### config.mk
export PLATFORM = sky130hd
export DESIGN_NAME = fetch_stage_flat
export DESIGN_NICKNAME = d
export VERILOG_FILES = /design/src/rtl/fetch_stage_if.sv /design/src/rtl/fetch_stage.sv /design/src/flat_wrapper.sv
export SDC_FILE = /design/constraint.sdc
export NUM_CORES = 1
export LEC_CHECK = 0
export CAP_MARGIN = 10
export CELL_PAD_IN_SITES_DETAIL_PLACEMENT = 0
export CELL_PAD_IN_SITES_GLOBAL_PLACEMENT = 1
export CORE_UTILIZATION = 40
export DETAILED_ROUTE_END_ITERATION = 16
export PLACE_DENSITY_LB_ADDON = 0.1
export RECOVER_POWER = 25
export SLEW_MARGIN = 0
export SYNTH_ARGS = -nofsm -noshare
export SYNTH_HDL_FRONTEND = slang
export SYNTH_SLANG_ARGS = --single-unit
### constraint.sdc
create_clock -name i_clk -period 2.8 [get_ports i_clk]
set_input_delay 0.56 -clock i_clk [delete_from_list [all_inputs] [get_ports i_clk]]
set_output_delay 0.56 -clock i_clk [all_outputs]
set_load 0.005 [all_outputs]
### src/rtl/fetch_stage_if.sv
// Instruction-memory fetch handshake between the IF stage (master) and imem (slave).
// One outstanding request; ack qualifies data_imem for the current cycle.
interface fetch_stage_if;
  logic        con_imem_req;
  logic [31:0] addr_imem;
  logic        con_imem_ack;
  logic [31:0] data_imem;

  modport master (output con_imem_req, addr_imem, input  con_imem_ack, data_imem);
  modport slave  (input  con_imem_req, addr_imem, output con_imem_ack, data_imem);
endinterface

### src/rtl/fetch_stage.sv
// MIPS IF stage: PC, next-PC select, imem req/ack fetch, hold buffer, IF/ID register.
// Optional macro IF_REDIRECT_FLUSH_EN squashes the word completing alongside a redirect.
module fetch_stage #(
  parameter logic [31:0] RESET_PC  = 32'h0000_0000,
  parameter logic [31:0] NOP_INSTR = 32'h0000_0000
) (
  input  logic                 i_clk,
  input  logic                 i_nrst,
  input  logic                 i_con_stall,
  input  logic [1:0]           i_con_jump,
  input  logic [31:0]          i_addr_jump,
  input  logic [31:0]          i_data_jr,
  input  logic                 i_con_ifbranch,
  input  logic [31:0]          i_addr_branch,
  fetch_stage_if.master        imem,
  output logic [31:0]          o_addr_pc4,
  output logic [31:0]          o_data_instr,
  output logic                 o_con_valid
);

  typedef enum logic [1:0] {S_BOOT, S_FETCH, S_HOLD} state_t;

  state_t      state;
  logic [31:0] pc;
  logic [31:0] hold_buf;
  logic [31:0] pend_addr;
  logic        pend_vld;
  logic        req_q;

  logic [31:0] pc_plus4;
  logic        redir_vld;
  logic [31:0] redir_addr;
  logic        fetch_ack;
  logic        complete;
  logic [31:0] next_pc;
  logic [31:0] word;
  logic        squash;

  assign pc_plus4 = pc + 32'd4;

  // Branch belongs to the older instruction, so it outranks decode's jumps.
  always_comb begin
    redir_vld  = 1'b0;
    redir_addr = '0;
    if (i_con_ifbranch) begin
      redir_vld  = 1'b1;
      redir_addr = i_addr_branch;
    end else if (i_con_jump == 2'b01) begin
      redir_vld  = 1'b1;
      redir_addr = i_addr_jump;
    end else if (i_con_jump == 2'b10) begin
      redir_vld  = 1'b1;
      redir_addr = i_data_jr;
    end
  end

  assign fetch_ack = (state == S_FETCH) && imem.con_imem_ack;
  assign complete  = (fetch_ack && !i_con_stall) || ((state == S_HOLD) && !i_con_stall);
  assign next_pc   = redir_vld ? redir_addr : (pend_vld ? pend_addr : pc_plus4);
  assign word      = (state == S_HOLD) ? hold_buf : imem.data_imem;

`ifdef IF_REDIRECT_FLUSH_EN
  assign squash = redir_vld || pend_vld;
`else
  assign squash = 1'b0;
`endif

  assign imem.con_imem_req = req_q;
  assign imem.addr_imem    = pc;

  always_ff @(posedge i_clk or negedge i_nrst) begin
    if (!i_nrst) begin
      state        <= S_BOOT;
      pc           <= RESET_PC;
      hold_buf     <= '0;
      pend_addr    <= '0;
      pend_vld     <= 1'b0;
      req_q        <= 1'b0;
      o_addr_pc4   <= '0;
      o_data_instr <= NOP_INSTR;
      o_con_valid  <= 1'b0;
    end else begin
      // Redirects arriving without a completion wait here; the newest one wins.
      if (complete) begin
        pend_vld <= 1'b0;
      end else if (redir_vld) begin
        pend_vld  <= 1'b1;
        pend_addr <= redir_addr;
      end

      case (state)
        S_BOOT: begin
          state <= S_FETCH;
          req_q <= 1'b1;
        end
        S_FETCH: begin
          if (imem.con_imem_ack) begin
            if (!i_con_stall) begin
              o_addr_pc4   <= pc_plus4;
              o_data_instr <= squash ? NOP_INSTR : word;
              o_con_valid  <= !squash;
              pc           <= next_pc;
            end else begin
              hold_buf <= imem.data_imem;
              req_q    <= 1'b0;
              state    <= S_HOLD;
            end
          end else if (!i_con_stall) begin
            o_data_instr <= NOP_INSTR;
            o_con_valid  <= 1'b0;
          end
        end
        S_HOLD: begin
          if (!i_con_stall) begin
            o_addr_pc4   <= pc_plus4;
            o_data_instr <= squash ? NOP_INSTR : word;
            o_con_valid  <= !squash;
            pc           <= next_pc;
            req_q        <= 1'b1;
            state        <= S_FETCH;
          end
        end
        default: begin
          state <= S_BOOT;
          req_q <= 1'b0;
        end
      endcase
    end
  end

endmodule
### src/flat_wrapper.sv
// flat-port wrapper written by rule: the top's interface ports become plain ports
module fetch_stage_flat 
#(
  parameter logic [31:0] RESET_PC  = 32'h0000_0000,
  parameter logic [31:0] NOP_INSTR = 32'h0000_0000
)
  (i_clk, i_nrst, i_con_stall, i_con_jump, i_addr_jump, i_data_jr, i_con_ifbranch, i_addr_branch, o_addr_pc4, o_data_instr, o_con_valid, imem_con_imem_req, imem_addr_imem, imem_con_imem_ack, imem_data_imem);
  fetch_stage_if imem_i ();
  input  logic i_clk;
  input  logic i_nrst;
  input  logic i_con_stall;
  input  logic [1:0] i_con_jump;
  input  logic [31:0] i_addr_jump;
  input  logic [31:0] i_data_jr;
  input  logic i_con_ifbranch;
  input  logic [31:0] i_addr_branch;
  output logic [31:0] o_addr_pc4;
  output logic [31:0] o_data_instr;
  output logic o_con_valid;
  output wire logic [$bits(imem_i.con_imem_req)-1:0] imem_con_imem_req;
  output wire logic [$bits(imem_i.addr_imem)-1:0] imem_addr_imem;
  input wire logic [$bits(imem_i.con_imem_ack)-1:0] imem_con_imem_ack;
  input wire logic [$bits(imem_i.data_imem)-1:0] imem_data_imem;
  assign imem_con_imem_req = imem_i.con_imem_req;
  assign imem_addr_imem = imem_i.addr_imem;
  assign imem_i.con_imem_ack = imem_con_imem_ack;
  assign imem_i.data_imem = imem_data_imem;
  fetch_stage #(.RESET_PC(RESET_PC), .NOP_INSTR(NOP_INSTR)) u_core (.i_clk(i_clk), .i_nrst(i_nrst), .i_con_stall(i_con_stall), .i_con_jump(i_con_jump), .i_addr_jump(i_addr_jump), .i_data_jr(i_data_jr), .i_con_ifbranch(i_con_ifbranch), .i_addr_branch(i_addr_branch), .imem(imem_i), .o_addr_pc4(o_addr_pc4), .o_data_instr(o_data_instr), .o_con_valid(o_con_valid));
endmodule
==> impl_results.md, run 1 <==
- Status: finished with violations
- Worst R2R End: u_core.o_addr_pc4[29]$_DFFE_PN0P_
- Worst Setup SP: i_con_jump[1]
- Remaining Overflow, GRT: 0
- Crit path kind: in -> reg
- Yosys Warn Count: 0
- Core box area: 21,100 um2
- Final wirelength: 25.7 mm
- Setup violations, final: 0
- Met2 Track Usage GR: 0.332
- R2r setup slk: 0.61 ns
- Final count of hold timing violations: 0
- Achievable Freq: 408 MHz
- Max Root-Sink Buffers: 2
- Min Hold Slack: 0.475 ns
- Final Max Tran Viols: 67
- Hold depth: 2
- CP arrival: 2.77 ns
- Slowest-stage cell, CP: clkdlybuf4s50_1
- Largest net degree at the start of global routing: 69
- Post-placement cell area: 11,600 um2
- Final instance area: 12,100 um2
- DRT Pass-1 Iters: 5
- Failing checks: max-capacitance violations, max-slew violations
- Slew headroom: -0.186
- Final cell count without fillers: 1,404
- Layout area overhead: 40.0%
- Final period util: 0.876
- Die Ht: 149 um
- Avg Inst Size Synth: 9.83 um2
- VDD IR-drop max: 0.459 mV
- Row Count: 53
- Via count: 7,587
- Worst skew pair latency: 0.43 ns
- Cts hold-fix bufs: 0
- Remaining DRCs: 0
- Port-buffer cells: 232
- Routability cong.: 0.827
- Crit-path cells: clkdlybuf4s50_1 -> inv_1 -> ha_1 -> buf_4 -> a21oi_1 -> a211oi_1 -> a311oi_1 -> buf_4 -> o31ai_1 -> a22o_1
- Nets@finish: 1,258
- Crit path max fanout: 13
- Buf/Inv on CP: 4
- Initial antenna violation count: 0
- DR iter-0 viols: 494
- Cell count after synthesis: 880
- Layout cell share with drive strength beyond 1: 0.133
- CTS Root Cell: clkbuf_16
- Via density per instance: 5.40
- CTS tree: yes
- Hold WC Path Type: reg -> reg
- Clock sink total: 164
- RSZ-0062 raised after global routing: false
- Maximum level of the CTS H-tree: 4
- Buffer count from post-CTS setup fixing: 0
- Number of different library cells in the post-synthesis netlist: 60
- Critical Path Start Type: primary input
- Dpl cells: 1,372
- TritonCTS buffer count: 17
- CP most frequent cell: buf_4
- Worst Reg-to-Reg Cells: 6
- Post-layout util: 0.574
- Critical Path RT: 3.11 ns
- FFs w/ async S/R, synth: 1.00
- Max-cap violations: 1
- Vias in the first global route: 7,257
- Pwr Density: 975 nW/um2
- Measured slew at the worst slew-check pin: 1.78 ns
- CP max stage delay: 0.49 ns
- Sequential share of the synthesized area: 0.474
- CP Capture Type: flip-flop
- Clock Pin Slew Worst Setup and Hold Paths: 0.07 ns
- CTS-repair resized insts: 0
- GR Util All Layers: 0.238
- Met3 usage: 0.0450
- Delay-heaviest family, CP: compound AO/OA/AOI/OAI gates
- Initial core utilization: 0.410
- Die Footprint: 22,200 um2
- GRT busiest layer: met1
- Drt wl/cell: 18.3 um
- Fin crit period: 2.45 ns
- Number of diodes: 0
- Chip width: 149 um
- Reg-to-reg critical path startpoint: u_core.imem.addr_imem[6]$_DFFE_PN0P_
- Ports: 233
- Post-synth EDFFs: 0
- Met1 usage: 0.375
- Hold Path End: u_core.o_addr_pc4[1]$_DFFE_PN0P_
- Syn Std Cell Area: 8650 um2
- Dpl hpwl: 19.1 mm
- Post-route setup TNS: 0 ns
- Min-delay src: u_core.o_addr_pc4[1]$_DFFE_PN0P_
- Number of synthesized register bits: 164
- Antenna Nets Post-Route: 0
- Post-Syn Nets: 1,022
- Primary FF master, synth: dfrtp_1
- Clock Skews: 0.0110 ns
- Leak: 4.97 nW
- Global-route wire length before repair: 40.7 mm
==> cells in the mapped netlist, types with 3 or more instances <==
library cell / count / share of area
buf_4: 4 / 0.0035
nor2b_1: 6 / 0.0043
a211oi_1: 41 / 0.036
o211a_1: 3 / 0.0035
a21o_1: 8 / 0.0069
ha_1: 7 / 0.010
nor3_1: 8 / 0.0046
o2111ai_1: 8 / 0.0081
a311oi_1: 4 / 0.0040
nand4_1: 7 / 0.0051
a22o_1: 6 / 0.0061
and2_1: 10 / 0.0072
buf_2: 18 / 0.010
xnor2_1: 21 / 0.021
o22ai_1: 5 / 0.0036
nand2b_1: 16 / 0.012
a21oi_1: 24 / 0.014
dfrtp_1: 164 / 0.47
a221oi_1: 4 / 0.0040
a31oi_1: 3 / 0.0022
o21ai_0: 83 / 0.048
buf_1: 10 / 0.0043
and3b_1: 3 / 0.0030
and4_1: 5 / 0.0051
a22oi_1: 15 / 0.013
xor2_1: 5 / 0.0051
nand3b_1: 5 / 0.0043
mux2i_1: 32 / 0.037
mux2_2: 44 / 0.057
nor2_1: 68 / 0.030
a221o_1: 21 / 0.024
o31ai_1: 11 / 0.0095
nand2_1: 95 / 0.041
clkbuf_1: 39 / 0.017
and3_1: 11 / 0.0080
nand3_1: 17 / 0.0098
inv_1: 14 / 0.0061
==> where the power goes <==
part	switching, W	internal [W]	total (W)
Sequential	0.000905	0.00346	0.00437
Combinational	0.00232	0.00286	0.00517
Clock	0.00108	0.00118	0.00226
Total	0.00430	0.00750	0.0118
==> metal layers <==
layer | up-vias | share of wire
li1 | 3683 | -
met2 | 254 | 0.43
met3 | 20 | 0.059
met1 | 3630 | 0.51
met5 | - | 0
met4 | 0 | 0.0094
==> flip-flops by register name (all words and copies together), names as in the netlist <==
| name | flops |
|---|---|
| u_core.hold_buf | 32 |
| u_core.imem.addr_imem | 32 |
| u_core.o_addr_pc4 | 32 |
| u_core.o_con_valid | 1 |
| u_core.o_data_instr | 32 |
| u_core.pend_addr | 32 |
| u_core.pend_vld | 1 |
| u_core.state | 2 |
==> final cells by class <==
class,count,area (um2)
timing repair buffer,290,2840
tap,275,344
clock inverter,14,136
clock buffer,18,429
sequential,164,4100
multi-input combinational,629,4210
fill,1895,8970
inverter,14,52.6
==> metrics by stage <==
step	total power, W	setup slack [ns]
5_1_grt	0.0126	0.184
4_1_cts	0.0119	0.403
6_report	0.0118	0.346
3_3_place_gp	0.00948	-0.0260
2_1_floorplan	0.00689	0.597
3_5_place_dp	0.00960	-0.0321
==> cells in the final DEF (no fill, tap or decap), types with 21 or more instances in the layout <==
cell             instances
mux2_2                  44
buf_4                   51
dfrtp_1                164
clkdlybuf4s50_1        230
xnor2_1                 21
mux2i_1                 32
nand2_1                 95
o21ai_0                 83
a21oi_1                 24
nor2_1                  67
a211oi_1                41
a221o_1                 21
==> worst register-to-register path, stage by stage (launching register included) <==
cell and delay, ns:
dfrtp_1 0.56, nand3_1 0.17, nor4_2 0.46, buf_4 0.26, nand4_2 0.19, xnor2_1 0.17, mux2_2 0.26
==> kinds of logic (layout without fill, tap and decap cells) <==
kind of cell               Yosys count  count (layout)  synth area share
AOI/OAI and AO/OA                  253             253             0.199
adders and majority gates            7               7            0.0101
DFF                                164             164             0.474
and+or+nand+nor                    267             267             0.153
muxes                               76              76            0.0943
xor gates and xnor gates            26              26            0.0263
buffers and inverters               87             336            0.0424
==> worst max path at each step <==
stage	to	slack, ns	depth (start not counted)
detailed placement	u_core.imem.addr_imem[15]$_DFFE_PN0P_	-0.03	10
floorplan	u_core.imem.addr_imem[27]$_DFFE_PN0P_	0.60	8
global placement	u_core.imem.addr_imem[15]$_DFFE_PN0P_	-0.03	10
finish	u_core.imem.addr_imem[15]$_DFFE_PN0P_	0.35	10
CTS	u_core.imem.addr_imem[21]$_DFFE_PN0P_	0.40	9
global route	u_core.imem.addr_imem[15]$_DFFE_PN0P_	0.18	10
No activity file was read; power rests on OpenSTA's default activity.
==> run 2: changes to the inputs <==
--- a/config.mk
+++ b/config.mk
@@ -10,6 +10,7 @@
 export CELL_PAD_IN_SITES_GLOBAL_PLACEMENT = 1
 export CORE_UTILIZATION = 40
 export DETAILED_ROUTE_END_ITERATION = 16
+export GPL_TIMING_DRIVEN = 0
 export PLACE_DENSITY_LB_ADDON = 0.1
 export RECOVER_POWER = 25
 export SLEW_MARGIN = 0
==> impl_results.md, run 2 (synthesis results as in run 1) <==
- Post-route setup TNS: 0 ns (unchanged)
- Remaining DRCs: 0 (unchanged)
- Achievable Freq: 373 MHz (-8.4%)
- Pwr Density: 995 nW/um2 (+2.1%)
- Crit path max fanout: 10 (-3)
- Setup violations, final: 0 (unchanged)
- Measured slew at the worst slew-check pin: 1.74 ns (-0.0359 ns)
- Max-cap violations: 1 (unchanged)
- Clock Skews: 0.0103 ns (-0.000724 ns)
- Buffer count from post-CTS setup fixing: 0 (unchanged)
- Switching share of power: 0.366 (+0.00166)
- Final Max Tran Viols: 68 (+1.5%)
- Cts hold-fix bufs: 0 (unchanged)
- Hold WC Path Type: reg -> reg
- GR Util All Layers: 0.256 (+0.0174)
- Antenna Nets Post-Route: 0 (unchanged)
- Max Root-Sink Buffers: 2 (unchanged)
- Leak: 4.86 nW (-2.4%)
- Slew headroom: -0.162 (+0.0239)
- Via density per instance: 5.51 (+1.9%)
- Final period util: 0.956 (+0.0801)
- Vias in the first global route: 7,682 (+5.9%)
- Dpl hpwl: 20.7 mm (+8.6%)
- Die Footprint: 22,200 um2 (unchanged)
- CP Capture Type: flip-flop
- VDD IR-drop max: 0.446 mV (-2.9%)
- Status: finished with violations
- Port-buffer cells: 230 (-0.86%)
- Failing checks: max-capacitance violations, max-slew violations
- Row Count: 53 (unchanged)
- Drt wl/cell: 19.4 um (+6.2%)
- Core box area: 21,100 um2 (unchanged)
- Final wirelength: 27.6 mm (+7.3%)
- Most frequent cells in the layout: clkdlybuf4s50_1, dfrtp_1, nand2_1
- Reg power frac: 0.362 (-0.008)
- Initial core utilization: 0.410 (unchanged)
- Final count of hold timing violations: 0 (unchanged)
- Most common cell after layout, fill and taps aside: clkdlybuf4s50_1
- Routability cong.: 0.825 (-0.29%)
- CTS tree: yes
- Critical Path RT: 3.11 ns (about the same)
- TritonCTS buffer count: 17 (unchanged)
- Via count: 7,812 (+3.0%)
- Fillers: 1,925 (+1.6%)
- Place WS: -0.628 ns (-0.596 ns)
- Layout area overhead: 38.2%
- Remaining Overflow, GRT: 0 (unchanged)
- Number of diodes: 0 (unchanged)
- P_sw: 0.00436 W (+1.3%)
- Post-layout util: 0.567 (-0.00730)
- Global-route wire length before repair: 43.4 mm (+6.7%)
- Die Ht: 149 um (unchanged)
- CP arrival: 2.99 ns (+0.22 ns)
- Maximum level of the CTS H-tree: 4 (unchanged)
- Int Pwr: 0.00754 W (+0.56%)
- DR iter-0 viols: 571 (+16%)
- Crit path kind: in -> reg
- DRT Pass-1 Iters: 5 (unchanged)
- Fin crit period: 2.68 ns (+0.224 ns)
- Chip width: 149 um (unchanged)
- Worst skew pair latency: 0.43 ns (about the same)
- Clock Pin Slew Worst Setup and Hold Paths: 0.07 ns (about the same)
- Critical Path Start Type: primary input
- Layout cell share with drive strength beyond 1: 0.108 (-0.0252)
- Clock sink total: 164 (unchanged)
- Largest net degree at the start of global routing: 99 (+43%)
- Min Hold Slack: 0.476 ns (+0.000740 ns)
- Ports: 233 (unchanged)
- Combinational Power Share: 0.439 (about the same)
- Final worst slack: 0.122 ns (-0.224 ns)
- RSZ-0062 raised after global routing: false
- Nets@finish: 1,272 (+1.1%)
- Clock power frac: 0.198 (+0.006)
- Initial antenna violation count: 1 (+1)
- CTS Root Cell: clkbuf_16
## run 2: cell type report
class / instances / area [um2] / area share
Tap cell: 275 / 344 / 0.0288
Buffer: 73 / 320 / 0.0268
Timing Repair Buffer: 231 / 2310 / 0.193
Sequential cell: 164 / 4100 / 0.343
Multi-Input combinational cell: 629 / 4250 / 0.355
Inverter: 14 / 52.6 / 0.00439
Clock buffer: 19 / 433 / 0.0362
Clock inverter: 13 / 149 / 0.0125
## run 2: path summary, 6_finish.rpt
path / from / to / slack, ns / cells past startpoint
max: i_con_jump[0] / u_core.imem.addr_imem[21]$_DFFE_PN0P_ / 0.12 / 9
max reg2reg: u_core.state[0]$_DFFE_PN0P_ / u_core.imem.addr_imem[17]$_DFFE_PN0P_ / 0.16 / 7
min reg2reg: u_core.o_addr_pc4[3]$_DFFE_PN0P_ / u_core.o_addr_pc4[3]$_DFFE_PN0P_ / 0.48 / 2
max in group asynchronous: i_nrst / u_core.o_data_instr[9]$_DFFE_PN0P_ / 0.60 / 2
min in group asynchronous: i_nrst / u_core.o_addr_pc4[9]$_DFFE_PN0P_ / 0.56 / 1
min: u_core.o_addr_pc4[3]$_DFFE_PN0P_ / u_core.o_addr_pc4[3]$_DFFE_PN0P_ / 0.48 / 2
## run 2: power groups by stage
| stage | combinational (W) | sequential, W | clock [W] |
|---|---|---|---|
| final | 0.00523 | 0.00431 | 0.00236 |
| after global routing | 0.00575 | 0.00446 | 0.00250 |
| after CTS | 0.00526 | 0.00431 | 0.00239 |
| after detailed placement | 0.00523 | 0.00435 | 0 |
| after global placement | 0.00513 | 0.00432 | 0 |
| after floorplan | 0.00270 | 0.00419 | 0 |
## run 2: per-stage QoR
stage	area, um2	total power [W]	instances
2_1_floorplan	8650	0.00689	880
4_1_cts	12000	0.0120	1418
3_3_place_gp	11300	0.00945	1385
5_1_grt	12000	0.0127	1418
3_5_place_dp	11300	0.00958	1386
6_report	12000	0.0119	1418
## run 2: critical path, cell delays in order
cell and delay [ns]:
clkdlybuf4s50_1 0.48, inv_1 0.05, ha_1 0.41, or2_2 0.38, clkbuf_1 0.26, a221o_1 0.37, o2111ai_2 0.16, o21ai_0 0.13
a21o_1 0.19
## run 2: what timing repair did
item,4_1_cts,5_1_grt
endpoints found under the setup margin,8,19
gates resized for setup,8,12
pin swaps,0,0
## run 2: layer usage
layer | up-vias | wire length [um] | GRT usage
met5 | - | 13 | 0
met4 | 2 | 301 | 0.0592
met3 | 21 | 1930 | 0.0575
met2 | 269 | 12400 | 0.386
met1 | 3796 | 12900 | 0.371
li1 | 3724 | - | -
==> run 3: changes to the inputs <==
--- a/config.mk
+++ b/config.mk
@@ -8,11 +8,11 @@
 export CAP_MARGIN = 10
 export CELL_PAD_IN_SITES_DETAIL_PLACEMENT = 0
 export CELL_PAD_IN_SITES_GLOBAL_PLACEMENT = 1
+export CORE_ASPECT_RATIO = 0.5
 export CORE_UTILIZATION = 40
 export DETAILED_ROUTE_END_ITERATION = 16
 export GPL_TIMING_DRIVEN = 0
 export PLACE_DENSITY_LB_ADDON = 0.1
-export RECOVER_POWER = 25
 export SLEW_MARGIN = 0
 export SYNTH_ARGS = -nofsm -noshare
 export SYNTH_HDL_FRONTEND = slang
==> impl_results.md, run 3 (synthesis results as in run 1) <==
- CP Capture Type: flip-flop
- Final instance area: 12,000 um2 (+0.74%)
- Global-route wire length before repair: 43.9 mm (+1.1%)
- Clock sink total: 164 (unchanged)
- Final cell count without fillers: 1,435 (+1.2%)
- Hold WC Path Type: in -> async
- Dpl hpwl: 21.5 mm (+3.9%)
- Layout cell share with drive strength beyond 1: 0.104 (-0.00350)
- Most frequent cells in the layout: clkdlybuf4s50_1, dfrtp_1, nand2_1
- Largest net degree at the start of global routing: 97 (-2.0%)
- P_sw: 0.00440 W (+0.81%)
- Crit path max fanout: 10 (unchanged)
- Combinational Power Share: 0.432 (-0.007)
- Core box area: 20,900 um2 (-0.99%)
- Max Root-Sink Buffers: 2 (unchanged)
- Clock power frac: 0.217 (+0.019)
- Reg power frac: 0.351 (-0.011)
- Area of the multi-input gates: 4210 um2 (-0.85%)
- Int Pwr: 0.00783 W (+3.8%)
- Critical Path RT: 3.13 ns (+0.02 ns)
- Via density per instance: 5.49 (-0.31%)
- Failing checks: negative setup slack
- Vias in the first global route: 7,811 (+1.7%)
- Port-buffer cells: 230 (unchanged)
- Max-cap violations: 0 (-1)
- Antenna Nets Post-Route: 0 (unchanged)
- TritonCTS buffer count: 17 (unchanged)
- RSZ-0062 raised after global routing: true
- Die Footprint: 22,300 um2 (+0.16%)
- Chip width: 210 um (+41%)
- Initial core utilization: 0.414 (+0.00411)
- CP arrival: 3.15 ns (+0.16 ns)
- Ports: 233 (unchanged)
- Remaining Overflow, GRT: 0 (unchanged)
- DRT Pass-1 Iters: 5 (unchanged)
- Leak: 4.90 nW (+0.89%)
- Drt wl/cell: 19.7 um (+1.5%)
- Layout area overhead: 39.3%
- Post-placement cell area: 11,400 um2 (+0.19%)
- Fin crit period: 2.82 ns (+0.142 ns)
- Maximum level of the CTS H-tree: 4 (unchanged)
- Fillers: 1,882 (-2.2%)
- Crit path kind: in -> reg
- Die Ht: 106 um (-29%)
- CTS tree: yes
- Dpl cells: 1,403 (+1.2%)
- Achievable Freq: 355 MHz (-5.0%)
- Sequential Area: 4100 um2 (unchanged)
- Post-layout util: 0.577 (+0.00993)
- R2r setup slk: 0.09 ns (-0.07 ns)
- Final Max Tran Viols: 0 (-100%)
- Setup violations, final: 1 (+1)
- Worst skew pair latency: 0.44 ns (about the same)
- Pwr Density: 1010 nW/um2 (+1.9%)
- CTS Root Cell: clkbuf_16
- Measured slew at the worst slew-check pin: 0.809 ns (-0.934 ns)
- Via count: 7,881 (+0.88%)
- Remaining DRCs: 0 (unchanged)
- Routability cong.: 0.887 (+7.5%)
- Nets@finish: 1,272 (unchanged)
- Post-route setup TNS: -0.0200 ns (-0.0200 ns)
- Critical Path Start Type: primary input
- VDD IR-drop max: 0.505 mV (+13%)
- Slew headroom: 0.461 (+0.623)
- Clock Pin Slew Worst Setup and Hold Paths: 0.06 ns (about the same)
- Final period util: 1.01 (+0.0507)
- Final count of hold timing violations: 0 (unchanged)
- Final worst slack: -0.0200 ns (-0.142 ns)
- Number of diodes: 0 (unchanged)
- Clock Skews: 0.0106 ns (+0.000322 ns)
- Initial antenna violation count: 0 (-1)
- GR Util All Layers: 0.259 (+0.00382)
- DR iter-0 viols: 666 (+17%)
- Final wirelength: 28.3 mm (+2.7%)
- Row Count: 37 (-30%)
- Status: finished with violations
- Most common cell after layout, fill and taps aside: clkdlybuf4s50_1
- Switching share of power: 0.360 (-0.00672)
- Min Hold Slack: 0.0695 ns (-0.406 ns)
-- run 3: changes by cell type in the layout (fill, tap and decap cells not counted), moves of 3 or more --
cell and delta:
o2111ai_1 +5, bufinv_16 +3, clkbuf_2 -3, o2111ai_2 -4
-- run 3: metal layers --
metal  track usage  part of all wire  up-vias
met5             0                 0        -
met3        0.0523             0.064       28
met1         0.377              0.48     3863
li1              -                 -     3715
met4        0.0626             0.011        0
met2         0.396              0.44      275
-- run 3: final cells by class --
| class | instances | share of cell area |
|---|---|---|
| clock buffer | 18 | 0.0365 |
| clock inverter | 14 | 0.0185 |
| inverter | 14 | 0.00436 |
| buffer | 73 | 0.0264 |
| sequential | 164 | 0.341 |
| multi-input combinational | 629 | 0.350 |
| tap | 292 | 0.0303 |
| timing repair buffer | 231 | 0.194 |
-- run 3: worst paths after layout --
kind                                                   from                                     to  cells past startpoint
hold / removal                                       i_nrst        u_core.hold_buf[20]$_DFFE_PN0P_                      1
setup reg to reg                u_core.state[0]$_DFFE_PN0P_  u_core.imem.addr_imem[15]$_DFFE_PN0P_                      7
hold reg to reg            u_core.o_addr_pc4[1]$_DFFE_PN0P_       u_core.o_addr_pc4[1]$_DFFE_PN0P_                      2
min in group i_clk         u_core.o_addr_pc4[1]$_DFFE_PN0P_       u_core.o_addr_pc4[1]$_DFFE_PN0P_                      2
max in group asynchronous                            i_nrst       u_core.pend_addr[24]$_DFFE_PN0P_                      2
setup / recovery                              i_con_jump[0]  u_core.imem.addr_imem[23]$_DFFE_PN0P_                      9
-- run 3: repair_timing --
action | CTS | global route
pin swaps | 0 | 0
endpoints found under the setup margin | 6 | 15
gates resized for setup | 1 | 11
setup buffers | 0 | 0
hold buffers | 0 | 0
-- run 3: worst max-delay path, cell delays in order --
cell and delay [ns]:
clkdlybuf4s50_1 0.49, inv_1 0.05, ha_1 0.46, nor2b_4 0.28, nand2_1 0.14, clkbuf_1 0.28, o2111ai_1 0.50, o21ai_0 0.18
a21o_1 0.20
-- run 3: stage by stage --
stage          setup WS, ns  power [W]
2_1_floorplan         0.597    0.00689
3_3_place_gp          -5.75    0.00944
3_5_place_dp         -0.541    0.00959
4_1_cts              0.0569     0.0123
5_1_grt             -0.0206     0.0130
6_report            -0.0200     0.0122
-- run 3: power groups by stage --
stage          Combinational [W]  Sequential (W)  Clock (W)
2_1_floorplan            0.00270         0.00419          0
3_3_place_gp             0.00516         0.00428          0
3_5_place_dp             0.00526         0.00433          0
4_1_cts                  0.00527         0.00429    0.00269
5_1_grt                  0.00579         0.00443    0.00279
6_report                 0.00528         0.00430    0.00265
